## config.mk

```make
export PLATFORM = sky130hd
export DESIGN_NAME = cipher_ctrl_flat
export DESIGN_NICKNAME = d
export VERILOG_FILES = /design/src/rtl/cipher_ctrl_if.sv /design/src/rtl/cipher_ctrl.sv /design/src/flat_wrapper.sv
export SDC_FILE = /design/constraint.sdc
export NUM_CORES = 1
export LEC_CHECK = 0
export CAP_MARGIN = 5
export CORE_UTILIZATION = 39
export DETAILED_ROUTE_END_ITERATION = 12
export DONT_BUFFER_PORTS = 1
export GPL_ROUTABILITY_DRIVEN = 0
export SLEW_MARGIN = 20
export SYNTH_ARGS = -nofsm -noshare
export SYNTH_HDL_FRONTEND = slang
export SYNTH_SLANG_ARGS = --single-unit
export TNS_END_PERCENT = 20
```

## constraint.sdc

```tcl
create_clock -name clk -period 6.6 [get_ports clk]
set_input_delay 1.98 -clock clk [delete_from_list [all_inputs] [get_ports clk]]
set_output_delay 1.98 -clock clk [all_outputs]
set_load 0.05 [all_outputs]
```

## src/rtl/cipher_ctrl_if.sv

```systemverilog
// cipher_ctrl_if: request/grant, input byte stream and output byte stream
// of the shared shift-cipher sequencer.
interface cipher_ctrl_if;
    logic [1:0] req;
    logic [7:0] key_in;
    logic [1:0] gnt;
    logic       in_valid;
    logic [7:0] in_data;
    logic       in_ready;
    logic       out_valid;
    logic [7:0] out_data;
    logic       out_last;
    logic       out_ready;
    logic       busy;
    logic       done;

    modport master (
        output req, key_in, in_valid, in_data, out_ready,
        input  gnt, in_ready, out_valid, out_data, out_last, busy, done
    );

    modport slave (
        input  req, key_in, in_valid, in_data, out_ready,
        output gnt, in_ready, out_valid, out_data, out_last, busy, done
    );
endinterface

```

## src/rtl/cipher_ctrl.sv

```systemverilog
// cipher_ctrl: round-robin arbiter and job sequencer for the byte-serial shift cipher.
// Define CIPHER_CTRL_ALPHA_EN to shift only 'A'..'Z' with wrap inside the alphabet.
module cipher_ctrl #(
    parameter int MSG_LEN = 9
) (
    input  logic         clk,
    input  logic         rst_n,
    cipher_ctrl_if.slave bus
);

    typedef enum logic [1:0] {
        IDLE,
        XFER,
        DONE
    } state_t;

    localparam logic [7:0] LEN  = 8'(MSG_LEN);
    localparam logic [7:0] LAST = 8'(MSG_LEN - 1);

    state_t     state;
    logic [1:0] gnt;
    logic       mode;
    logic [7:0] key;
    logic [7:0] in_cnt;
    logic [7:0] out_cnt;
    logic       out_valid;
    logic [7:0] out_data;
    logic       done;
    logic       busy;
    logic       ptr;

    logic       win;
    logic       in_ready;
    logic       out_last;
    logic       in_fire;
    logic       out_fire;

`ifdef CIPHER_CTRL_ALPHA_EN
    function automatic logic [7:0] fold_key(input logic [7:0] k);
        return k % 8'd26;
    endfunction

    // k is already reduced below 26, so one conditional subtract wraps
    function automatic logic [7:0] shift(
        input logic [7:0] b,
        input logic       dec,
        input logic [7:0] k
    );
        logic [7:0] off;
        logic [7:0] s;
        if (b < 8'h41 || b > 8'h5A) begin
            return b;
        end
        off = b - 8'h41;
        s   = dec ? (off + 8'd26 - k) : (off + k);
        if (s >= 8'd26) begin
            s = s - 8'd26;
        end
        return s + 8'h41;
    endfunction
`else
    function automatic logic [7:0] fold_key(input logic [7:0] k);
        return k;
    endfunction

    function automatic logic [7:0] shift(
        input logic [7:0] b,
        input logic       dec,
        input logic [7:0] k
    );
        return dec ? (b - k) : (b + k);
    endfunction
`endif

    // a lone request wins outright; on a tie the pointer picks the other side
    assign win = bus.req[1] & (~bus.req[0] | ~ptr);

    assign in_ready = (state == XFER) && (in_cnt < LEN)
                   && (!out_valid || bus.out_ready);
    assign out_last = out_valid && (out_cnt == LAST);
    assign in_fire  = bus.in_valid && in_ready;
    assign out_fire = out_valid && bus.out_ready;

    always_ff @(posedge clk or negedge rst_n) begin
        if (!rst_n) begin
            state     <= IDLE;
            gnt       <= 2'b00;
            mode      <= 1'b0;
            key       <= 8'h00;
            in_cnt    <= 8'h00;
            out_cnt   <= 8'h00;
            out_valid <= 1'b0;
            out_data  <= 8'h00;
            done      <= 1'b0;
            busy      <= 1'b0;
            ptr       <= 1'b1;
        end else begin
            done <= 1'b0;
            unique case (state)
                IDLE: begin
                    if (|bus.req) begin
                        state   <= XFER;
                        gnt     <= win ? 2'b10 : 2'b01;
                        mode    <= win;
                        ptr     <= win;
                        key     <= fold_key(bus.key_in);
                        in_cnt  <= 8'h00;
                        out_cnt <= 8'h00;
                        busy    <= 1'b1;
                    end
                end
                XFER: begin
                    if (in_fire) begin
                        out_valid <= 1'b1;
                        out_data  <= shift(bus.in_data, mode, key);
                        in_cnt    <= in_cnt + 8'd1;
                    end else if (out_fire) begin
                        out_valid <= 1'b0;
                    end
                    if (out_fire) begin
                        out_cnt <= out_cnt + 8'd1;
                        if (out_last) begin
                            state <= DONE;
                            done  <= 1'b1;
                        end
                    end
                end
                DONE: begin
                    state <= IDLE;
                    gnt   <= 2'b00;
                    busy  <= 1'b0;
                end
                default: begin
                    state <= IDLE;
                end
            endcase
        end
    end

    assign bus.gnt       = gnt;
    assign bus.in_ready  = in_ready;
    assign bus.out_valid = out_valid;
    assign bus.out_data  = out_data;
    assign bus.out_last  = out_last;
    assign bus.busy      = busy;
    assign bus.done      = done;

endmodule
```

## src/flat_wrapper.sv

```systemverilog
// flat-port wrapper written by rule: the top's interface ports become plain ports
module cipher_ctrl_flat 
#(
    parameter int MSG_LEN = 9
)
  (clk, rst_n, bus_req, bus_key_in, bus_in_valid, bus_in_data, bus_out_ready, bus_gnt, bus_in_ready, bus_out_valid, bus_out_data, bus_out_last, bus_busy, bus_done);
  cipher_ctrl_if bus_i ();
  input  logic clk;
  input  logic rst_n;
  input wire logic [$bits(bus_i.req)-1:0] bus_req;
  input wire logic [$bits(bus_i.key_in)-1:0] bus_key_in;
  input wire logic [$bits(bus_i.in_valid)-1:0] bus_in_valid;
  input wire logic [$bits(bus_i.in_data)-1:0] bus_in_data;
  input wire logic [$bits(bus_i.out_ready)-1:0] bus_out_ready;
  output wire logic [$bits(bus_i.gnt)-1:0] bus_gnt;
  output wire logic [$bits(bus_i.in_ready)-1:0] bus_in_ready;
  output wire logic [$bits(bus_i.out_valid)-1:0] bus_out_valid;
  output wire logic [$bits(bus_i.out_data)-1:0] bus_out_data;
  output wire logic [$bits(bus_i.out_last)-1:0] bus_out_last;
  output wire logic [$bits(bus_i.busy)-1:0] bus_busy;
  output wire logic [$bits(bus_i.done)-1:0] bus_done;
  assign bus_i.req = bus_req;
  assign bus_i.key_in = bus_key_in;
  assign bus_i.in_valid = bus_in_valid;
  assign bus_i.in_data = bus_in_data;
  assign bus_i.out_ready = bus_out_ready;
  assign bus_gnt = bus_i.gnt;
  assign bus_in_ready = bus_i.in_ready;
  assign bus_out_valid = bus_i.out_valid;
  assign bus_out_data = bus_i.out_data;
  assign bus_out_last = bus_i.out_last;
  assign bus_busy = bus_i.busy;
  assign bus_done = bus_i.done;
  cipher_ctrl #(.MSG_LEN(MSG_LEN)) u_core (.clk(clk), .rst_n(rst_n), .bus(bus_i));
endmodule
```

==> metrics.cfg, run 1 <==
[power]
p_clk_share_pct = 12.2
seqPwrFrac_pct = 42.4
combPwrFrac_pct = 45.4
leakage_nw = 1.05
p_per_area_nw_per_um2 = 569
p_int_mw = 0.678
switching_share_pct = 47.8
switchingPower_mw = 0.621
p_total_mw = 1.30
peakVddDrop_uv = 228

[drt]
via_per_inst = 5.01
drtAntennaViolNets = 0
drc_errors = 0
drtPass1Iterations = 4
num_vias = 1503
wl_per_cell_um = 13.7
finalWirelength_um = 4100
drt_iter0_markers = 61

[die]
core_area_um2 = 5200
start_util_pct = 41.2
die_w_um = 76.1
die_h_um = 76.1
io_pins = 37
dieArea_um2 = 5790
row_count = 26

[clocking]
holdBufCountCts = 0
post_cts_buffers = 0
h-tree-depth = 2
cts_resized = 0
clk_latency_ns = 0.29
cts.sinks = 41
clockRootBuffer = clkbuf_8
clk_path_buf_depth = 2
numCtsBuffers = 5
cts_tree = yes
clkTransAtPathRegs_ns = 0.07

[worst_setup_path]
startpoint_type = input pin
required_ns = 4.62
cp_max_fo = 4
reg2reg_from = u_core.bus.out_valid$_DFFE_PN0P_
cp.depth = 2
critPathMaxStageDelay_ns = 0.43
rrSetupSlack_ns = 4.25
cp_cell_sequence = nand2b_1 -> o2111a_2
r2r-end = u_core.in_cnt[3]$_DFFE_PN0P_
ff2ff_path_depth = 5
arrival_ns = 2.49
critPathKind = in2out
worstSetupEndpointType = output port
cp_slowest_cell = o2111a_2
cp_num_buf_inv = 0
crit_path_end = bus_in_ready
cp_top_family = compound AO/OA/AOI/OAI gates
crit_start = bus_out_ready

[global_route]
grt_use_total_pct = 15.5
grt_pass1_vias = 1436
grt_pass1_wl_um = 6970
antenna_found_initial = 0
grt.overflow.total = 0
grt_max_degree = 42

[yosys]
synth.cell_area_um2 = 2140
synth-async-reset-ratio_pct = 100
synth_top_area_cell = dfrtp_1
seq_area_frac_synth_pct = 48.0
synth_warnings = 0
syn_nets = 262
syn_area_per_cell_um2 = 9.44
synth_edf_count = 0
ys.flop_type = dfrtp_1
netlist-cell-type-count = 39
syn_inst = 227
synthTopCellsByArea = dfrtp_1, ha_1, nand2_1
synth_top_area_share_pct = 46.7
ys_ff_latch = 41

[timing]
fin_crit_sh_pct = 67.8
skew_ns = 0.00256
tightest_slew_ns = 0.697
final-max-slew-violation-count = 0
relSlewSlack_pct = 53.5
setup_tns_ns = 0
rsz0062_at_grt = no
setup_viol = 0
final_hold_viol_count = 0
finalCriticalPeriod_ns = 4.47
clock.fmax_ghz = 0.223

[place]
io_buffers = 0
dp_hpwl_um = 3000

[status]
status = finished, final reports clean

[cells_and_area]
final_nets = 264
layout_common_cells = dfrtp_1, nand2_1, o21ai_0, inv_1, nor2_1
regArea_um2 = 1030
fillerInstances = 523
multi_input_area_um2 = 1030
n_antenna_cell = 0
area_growth_pct = 6.54
final_layout_size_suffix_gt1_share_pct = 3.91
mostFrequentLayoutCell = dfrtp_1

[flow_run]
drv_cap = 0

[worst_hold_path]
hp-class = reg2reg

[cell usage after synthesis (all sizes together), types with 2 or more instances]
library cell,count
dfrtp,40
nand2,38
o21ai,21
inv,16
nor2,15
a21oi,12
ha,12
xnor2,11
xor2,8
nand3,6
and2,5
a31oi,4
nand2b,4
nor3,4
clkbuf,3
a21o,2
a32o,2
buf,2
nand4,2
or3,2
[routing by layer]
metal	track usage, %	up-vias	wire (um)
met3	6.83	7	316
li1	-	768	-
met4	6.92	0	70
met5	0	-	0
met2	21.3	40	1650
met1	21.0	688	2060
[final cells by class]
class                   instances  share of cell area [%]
clock buffers                   8                    3.51
well taps                      70                    3.84
flip-flops and latches         41                    45.0
multi-input cells             165                    45.0
inverters                      16                    2.63
[power by group through the flow]
stage | clock (mW) | sequential (mW) | combinational, mW
floorplan | 0 | 0.530 | 0.512
global placement | 0 | 0.556 | 0.585
detailed placement | 0 | 0.556 | 0.598
CTS | 0.166 | 0.551 | 0.602
global route | 0.178 | 0.567 | 0.682
finish | 0.159 | 0.551 | 0.590
[logic make-up after synthesis]
logic type	share of synthesized area (%)
and+or+nand+nor	18.3
AOI/OAI and AO/OA	13.0
DFF	48.0
buffers and inverters	4.09
xor gates and xnor gates	7.77
adders and majority gates	7.94
muxes	0.993
[how the worst min path moves through the flow]
stage / from / to / slack [ns] / cells after the start
floorplan: u_core.in_cnt[5]$_DFFE_PN0P_ / u_core.in_cnt[5]$_DFFE_PN0P_ / 0.45 / 1
global placement: u_core.in_cnt[4]$_DFFE_PN0P_ / u_core.in_cnt[4]$_DFFE_PN0P_ / 0.47 / 1
detailed placement: u_core.in_cnt[4]$_DFFE_PN0P_ / u_core.in_cnt[4]$_DFFE_PN0P_ / 0.47 / 1
CTS: u_core.in_cnt[7]$_DFFE_PN0P_ / u_core.in_cnt[7]$_DFFE_PN0P_ / 0.50 / 1
global route: u_core.in_cnt[7]$_DFFE_PN0P_ / u_core.in_cnt[7]$_DFFE_PN0P_ / 0.51 / 1
finish: u_core.in_cnt[7]$_DFFE_PN0P_ / u_core.in_cnt[7]$_DFFE_PN0P_ / 0.50 / 1
[metrics by stage]
| stage | util [%] | instances | setup WS, ns | cell area, um2 | hold WS [ns] |
|---|---|---|---|---|---|
| 6_report | 43.8 | 300 | 2.13 | 2280 | 0.497 |
| 5_1_grt | 43.8 | 300 | 2.10 | 2280 | 0.513 |
| 4_1_cts | 43.8 | 300 | 2.12 | 2280 | 0.497 |
| 3_5_place_dp | 42.3 | 292 | 2.12 | 2200 | 0.472 |
| 3_3_place_gp | 42.3 | 292 | 2.12 | 2200 | 0.471 |
| 2_1_floorplan | - | 227 | 2.16 | 2140 | 0.454 |
[registers in the layout, summed over array words and instances, names as in the netlist]
signal / cells
u_core.bus.busy: 1
u_core.bus.done: 1
u_core.bus.gnt: 2
u_core.bus.out_data: 8
u_core.bus.out_valid: 1
u_core.in_cnt: 8
u_core.key: 8
u_core.mode: 1
u_core.out_cnt: 8
u_core.ptr: 1
u_core.state: 2
No activity file was read; power rests on OpenSTA's default activity.
==> run 2, diff against run 1 <==
==> constraint.sdc (replaced) <==
create_clock -name clk -period 4.3 [get_ports clk]
set_input_delay 1.29 -clock clk [delete_from_list [all_inputs] [get_ports clk]]
set_output_delay 1.29 -clock clk [all_outputs]
set_load 0.05 [all_outputs]
==> run 2 against run 1 <==
Compared with the run above:
- sequential power rose by 54%
- critical path type is now reg2out
- routed wire length increased by 0.85%
- die area unchanged
- global-route usage increased by 0.29 points
- flip-flop and latch count did not move
- highest routed layer unchanged
==> metrics.cfg, run 2 (synthesized netlist as in run 1, its figures left out) <==
[worst_hold_path]
hp-class = reg2reg

[timing]
clock.fmax_ghz = 0.319
setup_viol = 0
finalCriticalPeriod_ns = 3.13
setup_tns_ns = 0
final_hold_viol_count = 0
worst_slack_ns = 1.17
relSlewSlack_pct = 53.2
skew_ns = 0.00825
tightest_slew_ns = 0.702
fin_crit_sh_pct = 72.9
holdWs_ns = 0.495
final-max-slew-violation-count = 0
rsz0062_at_grt = no

[drt]
wl_per_cell_um = 13.8
drc_errors = 0
drtPass1Iterations = 4
finalWirelength_um = 4140
via_per_inst = 5.10
num_vias = 1529
drt_iter0_markers = 93
drtAntennaViolNets = 0

[clocking]
h-tree-depth = 2
cts_tree = yes
cts_resized = 0
clk_path_buf_depth = 2
clk_latency_ns = 0.29
clkTransAtPathRegs_ns = 0.08
post_cts_buffers = 0
holdBufCountCts = 0
clockRootBuffer = clkbuf_8
cts.sinks = 41
numCtsBuffers = 5

[cells_and_area]
n_antenna_cell = 0
layout_common_cells = dfrtp_1, nand2_1, o21ai_0, inv_1, nor2_1
area_growth_pct = 8.24
regArea_um2 = 1030
final_layout_size_suffix_gt1_share_pct = 4.78
mostFrequentLayoutCell = dfrtp_1
multi_input_area_um2 = 1030
final_nets = 264
finalNonFillerCells = 300
fillerInstances = 537

[worst_setup_path]
cp_slowest_cell = dfrtp_1
cp_max_fo = 7
rrSetupSlack_ns = 1.94
critPathMaxStageDelay_ns = 0.74
arrival_ns = 1.84
required_ns = 3.01
worstSetupEndpointType = output port
critPathKind = reg2out
cp_cell_sequence = nor4b_1 -> nand2_1 -> inv_1
startpoint_type = register

[power]
p_total_mw = 2.08
p_per_area_nw_per_um2 = 899
peakVddDrop_uv = 430
leakage_nw = 1.07

[global_route]
grt_pass1_wl_um = 7200
grt_max_degree = 42
grt.overflow.total = 0
grt_use_total_pct = 15.8
grt_pass1_vias = 1471
antenna_found_initial = 0

[die]
die_h_um = 76.1
io_pins = 37
row_count = 26
die_w_um = 76.1
dieArea_um2 = 5790
core_area_um2 = 5200
start_util_pct = 41.2

[place]
placedCellCount = 292
dp_worst_setup_slack_ns = 1.19
io_buffers = 0
dp_hpwl_um = 3100

[status]
status = finished, final reports clean

[flow_run]
drv_cap = 0

## run 2: worst paths after layout
check                                                      start                            endpoint  depth (start not counted)
max in group asynchronous                                  rst_n              u_core.ptr$_DFFE_PN1P_                          0
worst min-delay path                u_core.in_cnt[4]$_DFFE_PN0P_        u_core.in_cnt[4]$_DFFE_PN0P_                          1
worst max-delay path            u_core.bus.out_valid$_DFFE_PN0P_                        bus_out_last                          3
worst min register to register      u_core.in_cnt[4]$_DFFE_PN0P_        u_core.in_cnt[4]$_DFFE_PN0P_                          1
worst max register to register  u_core.bus.out_valid$_DFFE_PN0P_        u_core.in_cnt[3]$_DFFE_PN0P_                          5
min in group asynchronous                                  rst_n  u_core.bus.out_data[7]$_DFFE_PN0P_                          0
## run 2: layout make-up
cell class	instances	share of cell area (%)
inverters	16	2.59
multi-input cells	165	44.3
well taps	70	3.78
clock inverters	1	1.30
clock buffers	7	3.72
flip-flops and latches	41	44.3
## run 2: critical path: cells and delay by family (launching register included)
family | cells | cell delay [ns]
DFF | 1 | 0.74
buffers and inverters | 1 | 0.36
and+or+nand+nor | 2 | 0.44
## run 2: where the power goes
| part | internal [mW] | switching, mW |
|---|---|---|
| registers | 0.528 | 0.319 |
| clock network | 0.189 | 0.133 |
| logic | 0.398 | 0.517 |
| total | 1.12 | 0.969 |
## run 2: routing by layer
| layer | up-vias | track usage (%) | share of wire [%] |
|---|---|---|---|
| met5 | - | 0 | 0 |
| li1 | 769 | - | - |
| met1 | 712 | 21.6 | 51 |
| met2 | 41 | 22.2 | 39 |
| met4 | 0 | 6.92 | 1.6 |
| met3 | 7 | 6.11 | 7.8 |
## run 2: stage by stage
step                      instance area, um2  utilization (%)
after detailed placement                2200             42.3
after floorplan                         2140                -
final                                   2320             44.5
after CTS                               2320             44.5
after global routing                    2320             44.5
after global placement                  2200             42.3
